### config.mk
export PLATFORM = sky130hd
export DESIGN_NAME = uart_tx_arbiter
export DESIGN_NICKNAME = d
export VERILOG_FILES = /design/src/rtl/uart_tx_arbiter.sv
export SDC_FILE = /design/constraint.sdc
export NUM_CORES = 1
export LEC_CHECK = 0
export BUFFER_PORTS_ARGS = -buffer_cell sky130_fd_sc_hd__buf_2
export CELL_PAD_IN_SITES_DETAIL_PLACEMENT = 0
export CELL_PAD_IN_SITES_GLOBAL_PLACEMENT = 2
export CORE_MARGIN = 5
export CORE_UTILIZATION = 26
export CTS_CLUSTER_SIZE = 14
export DETAILED_ROUTE_END_ITERATION = 16
export GPL_TIMING_DRIVEN = 1
export PLACE_DENSITY_LB_ADDON = 0.1
export SLEW_MARGIN = 20
export SYNTH_ARGS = -nofsm -noshare
export SYNTH_HDL_FRONTEND = slang
export SYNTH_SLANG_ARGS = --single-unit
### constraint.sdc
create_clock -name clk -period 3.2 [get_ports clk]
set_input_delay 0.32 -clock clk [delete_from_list [all_inputs] [get_ports clk]]
set_output_delay 0.32 -clock clk [all_outputs]
set_load 0.1 [all_outputs]
### src/rtl/uart_tx_arbiter.sv
// uart_tx_arbiter: round-robin, packet-locking arbiter sharing one UART transmitter among N byte requesters
module uart_tx_arbiter #(
  parameter int N = 4,
  parameter int BUSY_TO = 16
) (
  input  logic           clk,
  input  logic           rst,
  input  logic           enable,
  input  logic [N-1:0]   req,
  input  logic [8*N-1:0] req_data,
  input  logic [N-1:0]   req_last,
  output logic [N-1:0]   req_ack,
  output logic [N-1:0]   grant,
  output logic [7:0]     Tx_DATA,
  output logic           Tx_WR,
  output logic           Tx_EN,
  input  logic           Tx_BUSY,
  output logic           busy_err
);
  localparam int PW = N > 1 ? $clog2(N) : 1;
  localparam int CW = BUSY_TO > 1 ? $clog2(BUSY_TO) : 1;
  localparam logic [1:0] IDLE = 2'd0, WAIT_HI = 2'd1, WAIT_LO = 2'd2;
  logic [1:0] state;
  logic [PW-1:0] rr_ptr, winner, idx, sel;
  logic [CW-1:0] cnt;
  logic lock, issue_idle, issue_cont, issue;
  logic [N-1:0] onehot;
  // first requesting index after the last owner; scanning downward so the nearest one wins
  always_comb begin
    winner = rr_ptr;
    idx = '0;
    for (int k = N; k >= 1; k--) begin
      idx = PW'((int'(rr_ptr) + k) % N);
      if (req[idx]) winner = idx;
    end
  end
  // a byte goes out either from a fresh arbitration or as the locked owner's continuation
  always_comb begin
    issue_idle = state == IDLE && enable && |req;
    issue_cont = state == WAIT_LO && !Tx_BUSY && lock && enable && req[rr_ptr];
    issue = issue_idle | issue_cont;
    sel = issue_idle ? winner : rr_ptr;
    onehot = N'(1) << sel;
  end
  // byte sequencing: write strobe, wait for busy to rise (with timeout), wait for it to fall
  always_ff @(posedge clk) begin
    if (rst) begin
      state <= IDLE;
      rr_ptr <= PW'(N - 1);
      lock <= 1'b0;
      grant <= '0;
      req_ack <= '0;
      Tx_WR <= 1'b0;
      Tx_DATA <= '0;
      Tx_EN <= 1'b0;
      busy_err <= 1'b0;
      cnt <= '0;
    end else begin
      Tx_EN <= enable;
      Tx_WR <= issue;
      req_ack <= issue ? onehot : '0;
      busy_err <= 1'b0;
      if (issue) begin
        Tx_DATA <= req_data[{sel, 3'b000} +: 8];
        grant <= onehot;
        rr_ptr <= sel;
        lock <= ~req_last[sel];
        cnt <= '0;
        state <= WAIT_HI;
      end else if (state == WAIT_HI) begin
        if (Tx_BUSY) state <= WAIT_LO;
        else if (cnt == CW'(BUSY_TO - 1)) begin
          busy_err <= 1'b1;
          lock <= 1'b0;
          grant <= '0;
          state <= IDLE;
        end else cnt <= cnt + CW'(1);
      end else if (state == WAIT_LO && !Tx_BUSY) begin
        grant <= '0;
        lock <= 1'b0;
        state <= IDLE;
      end
    end
  end
endmodule
# == After elaboration in Yosys (flattened, before gate mapping) ==
# Cells that the tools add are included.
# op_classes
add_sub_neg,5
order_cmp,6
eq_ne,7
n_shift,2
muxes,33
bitwise,6
reduce_logical,18
# ops
operator,count
$shiftx A32 B6 Y8,1
$mux W4,5
$lt A2 B3 Y1 const B,6
$mux W2,9
$mux W1,13
$bmux W1 S2,6
$reduce_or A4 Y1,2
$logic_and A1 B1 Y1,6
$ne A3 B2 Y1 const B,2
$reduce_and A3 Y1,2
$not A1 Y1,5
$add A2 B1 Y2 const B,2
$add A2 B2 Y2 const B,2
$add A4 B1 Y4 const B,1
$eq A4 B4 Y1 const B,1
$ne A4 B3 Y1 const B,1
$reduce_and A2 Y1,2
$reduce_or A2 Y1,2
$shl A1 B2 Y4 const A,1
$ne A3 B3 Y1 const B,1
$reduce_bool A3 Y1,1
$eq A2 B1 Y1 const B,1
$eq A2 B2 Y1 const B,1
$logic_not A2 Y1,1
3 further kinds,3
# totals
register_bits,28
inputBits,44
out_inout_bits,19
elab_cells,88

# == Logic depth before layout (Yosys ltp) ==
# logic_depth
ltp_word,12
mapped_depth,8
ltp_nobuf,7

# == Worst setup path before layout ==
# No wires, ideal clock.
# synth_path
path_kind,register -> register
from,register state[1]
to,register Tx_DATA[5]
setup_time_ps,118
t_arrival_ps,2415
required_ps,3082
setup_slack_ps,668
stages_incl_launch_ff,9
path_buffers,3
period_less_slack_ps,2532
path_cell_list,dfxtp_1 > clkbuf_1 > or3_1 > clkbuf_2 > nor4_1 > mux2_4 > buf_6 > mux4_2 > a22o_1
# synth_between
elab_chain_cells,6
word_cells_on_any_way,11
cone_classes,eq/ne: 1; shift: 1; mux: 1; bitwise: 1; reduce/logical: 7
# synth_lines
element,line_no,source
start: declaration,23,logic [1:0] state;
start signal: assignment,48,state <= IDLE;
start signal: assignment,69,state <= WAIT_HI;
start signal: assignment,71,if (Tx_BUSY) state <= WAIT_LO;
branches (longest 6 deep; another with $shiftx A32 B6 Y8),--,
end signal: assignment,64,"Tx_DATA <= req_data[{sel, 3'b000} +: 8];"
end: declaration,14,"output logic [7:0] Tx_DATA,"
# Several ways; the timed one is not identified.
# A chain may end at the register's enable or synchronous reset.

# == Worst setup path in the final report ==
# layout_path
from,register state[0]
to,register Tx_DATA[1]
# Same word-level chain as after synthesis.

==> run metrics <==
total congestion overflow after global routing 0; maximum buffer depth of the clock tree 2; Post-CTS Setup Repair Bufs 0; Leak 0.833 nW; largest fanout on the critical path 15; effective utilization at floorplan 26.9%; Vias/cell 4.72; total count of max-transition violations in the final report 0; maximum frequency from static timing analysis around 0.37 GHz; Worst Tran Pin Value around 800 ps; clock tree root buffer cell sky130_fd_sc_hd__clkbuf_8; most common cell after layout, fill and taps aside sky130_fd_sc_hd__buf_2; most frequent cells in the layout sky130_fd_sc_hd__buf_2, sky130_fd_sc_hd__dfxtp_1, sky130_fd_sc_hd__nand2_1, sky130_fd_sc_hd__mux4_2, sky130_fd_sc_hd__a22o_1; antenna violations before repair 0; vias in the first global route around 1300; All-Layer GR Usage between 10 and 15%; portion of the clock cycle consumed by the worst path in the final layout a little over four fifths; areal power density over the cells 557 nW/um2; global-route wire length before repair 6410 um; category of the worst setup path launch point flop; critical path required time about 3400 ps; Final ANT Viol Nets 0; I/O Buffers 62; Max Cap Viol 0; run status completed; GP Congestion 0.824; crit path capture type flop; kind of critical path reg2reg; number of buffers created by CTS 3; number of iterations in the first detailed-routing pass 4; final setup vio count 0; Syn Std Cell Area ~1400 um2; worst-case headroom to the max-slew limit a little under half; setup repair after global routing missed its margin false; H-tree depth 1; aggregate routed wire length 3730 um; average size of a mapped cell about 10 um2; # fillers 560; overall die area slightly below 7000 um2; Sum Neg Setup Slack 0 ps; Post-CTS Resized 0; average wire per standard cell 14.1 um; PnR Total Power around 1 mW; Layout Cells excl Fill 265; Syn Inst Count 136; Ant. Diodes 0; area delta synth->final 31.7%; ratio of cells with drive above 1 in the final layout about two fifths; pin count of the biggest net entering global routing 17; I/O pins 63; count of synthesis-stage warnings from yosys 0; vertical extent of the die approximately 83 um; Worst IR Drop VDD 0.219 mV; TritonCTS clock tree yes; insertion delay to the later sink of the worst-skew pair about 270 ps; HPWL after detailed placement 3000 um; Sink Count 28; library cells used by synthesis 39; floorplan row count 26; Hold WC Path Type in2reg; number of vias in the routed layout about 1300; minimum period implied by the final worst setup slack approximately 2700 ps; Layout Skew ~2.4 ps; portion of the post-synthesis area used by sequential elements 40.5%; dpl cells about 260; quantity of hold-fixing buffers added after cts 0; final hold viol count 0; Hold WS between 200 and 300 ps; number of flip-flops and latches in the synthesized netlist 28; Die X-Extent 82.9 um; DRT iter0 DRCs 42; number of nets produced by synthesis about 180; Setup Slack @ Placement between 400 and 500 ps; DRC 0; crit path setup slack, layout approximately 510 ps; CTS clk-pin slew, worst paths 100 ps; Arrival @ worst endpoint around 2900 ps; post-layout net count between 200 and 250; standard cell core area 5140 um2
-- sequential cells by signal, summed over array words and instances (netlist names) --
name	flops
rr_ptr	2
lock	1
busy_err	1
Tx_EN	1
Tx_WR	1
cnt	4
req_ack	4
state	2
Tx_DATA	8
grant	4
-- routing by layer --
layer	routed length [um]	part of all wire, %	GRT usage [%]
met3	197	5.3	3.27
met1	1610	43	13.6
met5	0	0	0
met2	1900	51	18.5
met4	23	0.62	3.12
-- cells by family after synthesis --
group	after synthesis	synth area share [%]
and+or+nand+nor	47	18.3
adders and majority gates	1	0.905
xor gates and xnor gates	1	0.634
DFF	28	40.5
buffers and inverters	12	3.89
muxes	13	18.3
AOI/OAI and AO/OA	34	17.5
-- synth_stat cells --
cell type / instances / area, um2
sky130_fd_sc_hd__o31ai_1: 1 / 7.51
sky130_fd_sc_hd__o21ba_2: 1 / 10.0
sky130_fd_sc_hd__a21o_1: 2 / 15.0
sky130_fd_sc_hd__or2b_1: 1 / 7.51
sky130_fd_sc_hd__nor3b_1: 3 / 22.5
sky130_fd_sc_hd__xor2_1: 1 / 8.76
sky130_fd_sc_hd__o21ai_0: 7 / 35.0
sky130_fd_sc_hd__mux4_2: 8 / 180
sky130_fd_sc_hd__mux2i_1: 2 / 20.0
sky130_fd_sc_hd__buf_6: 1 / 11.3
sky130_fd_sc_hd__a311o_1: 1 / 10.0
sky130_fd_sc_hd__or3_1: 4 / 25.0
sky130_fd_sc_hd__nand2b_1: 5 / 31.3
sky130_fd_sc_hd__nor2b_1: 4 / 25.0
sky130_fd_sc_hd__nor3_1: 4 / 20.0
sky130_fd_sc_hd__mux4_1: 1 / 26.3
sky130_fd_sc_hd__dfxtp_1: 28 / 561
sky130_fd_sc_hd__o211ai_1: 1 / 7.51
sky130_fd_sc_hd__mux2_2: 1 / 11.3
sky130_fd_sc_hd__o32a_1: 1 / 10.0
sky130_fd_sc_hd__nand4b_1: 2 / 17.5
sky130_fd_sc_hd__nor2_1: 6 / 22.5
sky130_fd_sc_hd__a21oi_1: 4 / 20.0
sky130_fd_sc_hd__o21bai_1: 1 / 7.51
sky130_fd_sc_hd__nand3_1: 3 / 15.0
sky130_fd_sc_hd__a31oi_1: 2 / 12.5
sky130_fd_sc_hd__mux2_4: 1 / 15.0
sky130_fd_sc_hd__a211oi_1: 2 / 15.0
sky130_fd_sc_hd__clkbuf_1: 6 / 22.5
sky130_fd_sc_hd__nand2_1: 11 / 41.3
sky130_fd_sc_hd__a22o_1: 8 / 70.1
sky130_fd_sc_hd__ha_1: 1 / 12.5
sky130_fd_sc_hd__a31o_2: 1 / 8.76
sky130_fd_sc_hd__inv_1: 4 / 15.0
sky130_fd_sc_hd__nor4_1: 3 / 18.8
sky130_fd_sc_hd__a21boi_0: 1 / 7.51
sky130_fd_sc_hd__and2_1: 1 / 6.26
sky130_fd_sc_hd__o21ai_1: 1 / 5.00
sky130_fd_sc_hd__clkbuf_2: 1 / 5.00
-- path summary, 6_finish.rpt --
check | start | end | slack, ps | depth (start not counted)
worst max register to register | state[0] | Tx_DATA[1] | 510 | 6
worst min-delay path | rst | Tx_EN | 270 | 2
worst max-delay path | state[0] | Tx_DATA[1] | 510 | 6
worst min register to register | grant[3] | grant[3] | 470 | 2
-- report_power, final --
part / switching, mW / leakage, nW / total [mW] / internal [mW]
combinational: 0.229 / 0.568 / 0.338 / 0.109
clock: 0.116 / 0.0357 / 0.283 / 0.167
sequential: 0.0193 / 0.229 / 0.394 / 0.375
-- final cells by class --
cell class / instances / area [um2] / share of cell area [%]
inverters: 4 / 15.0 / 0.825
well taps: 70 / 87.6 / 4.81
repair buffers: 63 / 318 / 17.5
multi-input cells: 96 / 768 / 42.2
flip-flops and latches: 28 / 561 / 30.8
clock inverters: 1 / 30.0 / 1.65
clock buffers: 3 / 41.3 / 2.27
-- through the flow --
step	area (um2)	utilization, %
floorplan	1380	-
global placement	1750	34.0
detailed placement	1750	34.0
CTS	1820	35.4
global route	1820	35.4
finish	1820	35.4
-- critical path, cell delays in order, from the launching register on --
cell,delay [ps]
sky130_fd_sc_hd__dfxtp_1,390
sky130_fd_sc_hd__nand2b_1,180
sky130_fd_sc_hd__or3_1,390
sky130_fd_sc_hd__nor4_1,470
sky130_fd_sc_hd__mux2_4,400
sky130_fd_sc_hd__mux4_1,590
sky130_fd_sc_hd__a22o_1,180
(Power assumes the default switching activity.)
